**config.mk**
```make
export PLATFORM = sky130hd
export DESIGN_NAME = mips_fetch_unit
export DESIGN_NICKNAME = d
export VERILOG_FILES = /design/src/rtl/mips_pkg.sv /design/src/rtl/mips_next_pc.sv /design/src/rtl/mips_fetch_unit.sv
export SDC_FILE = /design/constraint.sdc
export NUM_CORES = 1
export LEC_CHECK = 0
export ABC_AREA = 0
export CAP_MARGIN = 20
export CORE_AREA = 2 2 127 129
export CTS_CLUSTER_DIAMETER = 120
export DETAILED_ROUTE_END_ITERATION = 7
export DIE_AREA = 0 0 129 131
export PLACE_DENSITY_LB_ADDON = 0.15
export SLEW_MARGIN = 20
export SYNTH_ARGS = -nofsm -noshare
export SYNTH_HDL_FRONTEND = slang
export SYNTH_SLANG_ARGS = --single-unit
```
**constraint.sdc**
```tcl
create_clock -name clk -period 10.4 [get_ports clk]
set_input_delay 1.04 -clock clk [delete_from_list [all_inputs] [get_ports clk]]
set_output_delay 1.04 -clock clk [all_outputs]
set_load 0.05 [all_outputs]
```
**src/rtl/mips_pkg.sv**
```systemverilog
// Shared definitions for the MIPS front end: opcodes, instruction field
// positions, fetch FSM encoding and the default reset PC.
package mips_pkg;

  localparam logic [5:0] OP_RTYPE = 6'b000000;
  localparam logic [5:0] OP_LW    = 6'b100011;
  localparam logic [5:0] OP_SW    = 6'b101011;
  localparam logic [5:0] OP_BEQ   = 6'b000100;
  localparam logic [5:0] OP_J     = 6'b000010;

  localparam int OPC_MSB = 31;
  localparam int OPC_LSB = 26;
  localparam int IMM_MSB = 15;
  localparam int IMM_LSB = 0;
  localparam int TGT_MSB = 25;
  localparam int TGT_LSB = 0;
  localparam int FN_MSB  = 5;
  localparam int FN_LSB  = 0;

  localparam logic [31:0] DEF_RESET_PC = 32'h0000_0000;

  typedef enum logic [1:0] {
    S_IDLE = 2'd0,
    S_REQ  = 2'd1,
    S_HOLD = 2'd2
  } fetch_state_e;

endpackage

```
**src/rtl/mips_next_pc.sv**
```systemverilog
// Combinational next-PC selection: sequential, BEQ target or J target.
// Jump has priority over a taken branch; every target is word aligned.
module mips_next_pc
  import mips_pkg::*;
(
  input  logic [31:0] pc,
  input  logic [31:0] instr,
  input  logic        branch,
  input  logic        zero,
  input  logic        jump,
  output logic [31:0] pc_plus4,
  output logic [31:0] next_pc
);

  logic [31:0] br_off;
  logic [31:0] br_tgt;
  logic [31:0] j_tgt;
  logic        unused_opc;

  // Opcode is decoded by the control path, not needed for target math.
  assign unused_opc = ^instr[OPC_MSB:OPC_LSB];

  assign pc_plus4 = pc + 32'd4;
  assign br_off   = {{14{instr[IMM_MSB]}}, instr[IMM_MSB:IMM_LSB], 2'b00};
  assign br_tgt   = pc_plus4 + br_off;
  assign j_tgt    = {pc_plus4[31:28], instr[TGT_MSB:TGT_LSB], 2'b00};

  // Priority select of the next fetch address.
  always_comb begin
    next_pc = pc_plus4;
    if (jump)                next_pc = j_tgt;
    else if (branch && zero) next_pc = br_tgt;
  end

endmodule

```
**src/rtl/mips_fetch_unit.sv**
```systemverilog
// Instruction fetch stage: holds the PC, requests words from instruction
// memory and presents the registered instruction to decode over valid/ready.
// Optional macro IFETCH_PERF_CNT_EN adds instr_count and redirect_count.
module mips_fetch_unit
  import mips_pkg::*;
#(
  parameter logic [31:0] RESET_PC = DEF_RESET_PC,
  parameter int          ADDR_W   = 32
) (
  input  logic              clk,
  input  logic              rst,
  output logic              imem_req,
  output logic [ADDR_W-1:0] imem_addr,
  input  logic              imem_ready,
  input  logic [31:0]       imem_rdata,
  output logic              instr_valid,
  input  logic              instr_ready,
  output logic [31:0]       instr,
  output logic [5:0]        opcode,
  output logic [5:0]        funct,
  output logic [ADDR_W-1:0] pc_out,
  output logic [ADDR_W-1:0] pc_plus4,
  input  logic              branch,
  input  logic              zero,
  input  logic              jump
`ifdef IFETCH_PERF_CNT_EN
  ,
  output logic [31:0]       instr_count,
  output logic [15:0]       redirect_count
`endif
);

  fetch_state_e      state, state_nxt;
  logic [ADDR_W-1:0] pc;
  logic [ADDR_W-1:0] next_pc;
  logic              accept;

  // pc only moves on the accepting edge, so it is also the held instr's PC.
  assign imem_addr = pc;
  assign pc_out    = pc;
  assign opcode    = instr[OPC_MSB:OPC_LSB];
  assign funct     = instr[FN_MSB:FN_LSB];
  assign accept    = (state == S_HOLD) && instr_ready;

  mips_next_pc u_next_pc (
    .pc       (pc),
    .instr    (instr),
    .branch   (branch),
    .zero     (zero),
    .jump     (jump),
    .pc_plus4 (pc_plus4),
    .next_pc  (next_pc)
  );

  // State register.
  always_ff @(posedge clk) begin
    if (rst) state <= S_IDLE;
    else     state <= state_nxt;
  end

  // Next-state and handshake outputs.
  always_comb begin
    state_nxt   = state;
    imem_req    = 1'b0;
    instr_valid = 1'b0;
    case (state)
      S_IDLE: state_nxt = S_REQ;
      S_REQ: begin
        imem_req = 1'b1;
        if (imem_ready) state_nxt = S_HOLD;
      end
      S_HOLD: begin
        instr_valid = 1'b1;
        if (instr_ready) state_nxt = S_REQ;
      end
      default: state_nxt = S_IDLE;
    endcase
  end

  // PC and instruction registers; a response arriving outside S_REQ is dropped.
  always_ff @(posedge clk) begin
    if (rst) begin
      pc    <= RESET_PC;
      instr <= '0;
    end else begin
      if ((state == S_REQ) && imem_ready) instr <= imem_rdata;
      if (accept)                         pc    <= next_pc;
    end
  end

`ifdef IFETCH_PERF_CNT_EN
  logic redirect;
  assign redirect = jump || (branch && zero);

  // Handshake counter wraps; redirect counter saturates.
  always_ff @(posedge clk) begin
    if (rst) begin
      instr_count    <= '0;
      redirect_count <= '0;
    end else if (accept) begin
      instr_count <= instr_count + 32'd1;
      if (redirect && (redirect_count != 16'hFFFF))
        redirect_count <= redirect_count + 16'd1;
    end
  end
`endif

endmodule

```
==> flow_summary_export.csv <==
group,metric,value,unit
cells_and_area,syn_to_final_growth,35.1,%
synthesis,netlist-cell-type-count,66,
placed_design,gp_congestion,0.881,
critical_path,arrival,3.61,ns
critical_path,cp_max_fo,7,
synthesis,yosys.area.top_type,"dfxtp_1",
critical_path,cpPeakStageDelay,0.84,ns
synthesis,avgSynthCellArea,7.36,sq um
cts,htree_levels,3,
placed_design,hpwl,14.0,mm
critical_path,critPathBufInv,1,
synthesis,yosysMostFrequentCell,"nand2_1",
synthesis,ys_ff_latch,64,
pwr,p_leak,2.74,nW
die,die_h,131,um
route,drc_errors,0,
route,drtIter0Drc,272,
cts,cts_buffers,9,
placed_design,dp_slack,5.99,ns
cells_and_area,design_area,7160,sq um
cts,clock-sinks,64,
placed_design,dpl_cell_area,6870,sq um
synthesis,synth_cells,720,
cts,cts_hold_buf,0,
pwr,ir_drop,0.0648,mV
sta,setup_viol_count_final,0,
route,postRouteWirelength,18.7,mm
synthesis,synthTopCellsByCount,"131 x nand2_1, 80 x a21oi_1, 64 x dfxtp_1",
die,dieArea,16900,sq um
run,cap_violations,0,
synthesis,yosysTopAreaCellShare,24.2,%
sta,hold_viol,0,
cells_and_area,fill_cells,1601,
critical_path,worstPathCellList,"and3_1, nand4_1, nor3_1, and2_1, nand3_1, xnor2_2, clkdlybuf4s50_1",
grt,grt_pass1_vias,5468,
synthesis,yosys_warnings,0,
cts,post_cts_buffers,0,
cts,clockRootBuffer,"clkbuf_16",
pwr,powerDensity,102,nW/um^2
sta,fmax,215,MHz
critical_path,r2r-start,"imem_addr[4]",
route,first_pass_iters,4,
route,ant_nets,0,
critical_path,cp.required,9.36,ns
synthesis,synthArstFlopShare,0,%
die,coreArea,15600,sq um
cells_and_area,nets,913,
route,avgRoutedWirePerCell,17.7,um
critical_path,cp-end-kind,"primary output",
synthesis,synth_seq_area_share,24.2,%
grt,grt_pass1_wl,28.8,mm
min_path,min-delay-start,"instr[30]",
cts,clock_latency,0.35,ns
grt,grt_max_degree,60,
grt,grt_use_total,22.0,%
sta,slew_headroom,35.1,%
cts,clk_path_buf_depth,2,
cells_and_area,final_util,45.9,%
cts,cts_resized,0,
sta,finClkSkew,0.00885,ns
die,die_x,129,um
route,vias_per_cell,5.35,
sta,rsz0062_at_grt,"no",
sta,slew_viol_final,0,
die,rows,46,
cells_and_area,layout-drive-gt1-share,4.16,%
status,run_status,"complete, no violations",
sta,fin_crit,4.65,ns
synthesis,synth_edf_count,0,
critical_path,cp_slowest_cell,"clkdlybuf4s50_1",
route,routed-via-count,5659,
synthesis,synth_area,5300,sq um
die,start_util,34.0,%
min_path,worstHoldPathType,"flop to flop",
critical_path,worst-setup-path-type,"flop to primary output",
sta,finalCritPeriodShare,44.8,%
synthesis,synthFlopType,"dfxtp_1",
grt,antenna_found_initial,1,
critical_path,cp-startpoint,"imem_addr[4]",
synthesis,synth_area_leaders,"dfxtp_1 24%, nand2_1 9.3%, ha_1 8.5%",
cts,tritoncts,"done",
critical_path,start_kind,"flop",
critical_path,crit_family,"simple AND/OR/NAND/NOR gates",
cts,clk_pin_slew_worst_paths,0.06,ns
sta,worstMarginPinSlew,0.970,ns
cells_and_area,antenna_cells,0,
sta,setup_tns,0,ns
placed_design,numPortBuffers,174,
die,ioPinCount,181,
grt,grt_overflow,0,
sta,finalWorstSetupSlack,5.75,ns
state kept, by name, indices dropped and copies added, names as in the netlist:
| name | count |
|---|---|
| instr | 32 |
| state | 2 |
| imem_addr | 30 |
routing by layer:
metal  wire, um  vias up  part of all wire (%)  global-route usage (%)
met5         13        -                 0.069                       0
met2       8790      195                    47                    36.5
met3       1230       16                   6.6                    4.93
met4        218        2                   1.2                    6.65
li1           -     2747                     -                       -
met1       8480     2699                    45                    28.6
final timing paths:
| path | end | slack [ns] | cells after the start |
|---|---|---|---|
| setup / recovery | pc_plus4[31] | 5.75 | 7 |
| hold / removal | instr[30] | 0.48 | 2 |
| setup reg to reg | imem_addr[31] | 5.85 | 14 |
| hold reg to reg | instr[30] | 0.48 | 2 |
cells by family after synthesis:
| group | synth area share (%) |
|---|---|
| xor+xnor | 7.91 |
| flops | 24.2 |
| mux | 1.13 |
| other cells | 0.0708 |
| fa+ha+maj | 8.88 |
| compound gates | 25.1 |
| simple gates | 22.5 |
| buf+inv | 10.2 |
cell type report:
class,instances,area (sq um),area share (%)
timing repair buffer,179,1770,24.8
clock inverter,6,60.1,0.839
inverter,13,48.8,0.681
clock buffer,10,229,3.20
multi-input combinational,570,3500,48.8
tap,216,270,3.77
sequential,64,1280,17.9
worst register-to-register path: cells and delay by family, from the launching register on:
family	cells	cell delay, ns
flops	1	0.45
xor+xnor	1	0.41
fa+ha+maj	1	0.37
compound gates	6	1.13
simple gates	6	2.08
report_power, final:
| part | total (mW) | internal [mW] | switching, mW |
|---|---|---|---|
| Combinational | 0.158 | 0.0538 | 0.104 |
| Sequential | 0.265 | 0.253 | 0.0112 |
| Clock | 0.305 | 0.184 | 0.120 |
| Total | 0.727 | 0.491 | 0.236 |
through the flow:
stage	power, mW	std cells	hold WS [ns]
final	0.727	1058	0.476
after global routing	0.756	1058	0.502
after CTS	0.734	1058	0.479
after detailed placement	0.428	1042	0.467
after global placement	0.427	1042	0.462
after floorplan	0.374	725	0.521
cell usage in the layout, fill, tap and decap left out, types with 3 or more instances in the layout:
cell,instances
a2111oi_0,3
a211oi_1,8
a21o_1,8
a21o_2,3
a21oi_1,80
a221o_1,3
a22oi_1,5
a31oi_1,6
and2_1,7
and3_1,15
buf_4,5
clkbuf_16,9
clkdlybuf4s50_1,173
clkinv_2,3
conb_1,6
dfxtp_1,64
ha_1,36
inv_1,13
mux2i_1,6
nand2_1,131
nand2b_1,4
nand3_1,22
nand4_1,8
nor2_1,53
nor3_1,10
o211ai_1,10
o21ai_0,39
o21bai_1,6
o221ai_1,5
o311ai_0,5
o31ai_1,4
xnor2_1,32
xor2_1,14
(Power assumes the default switching activity.)
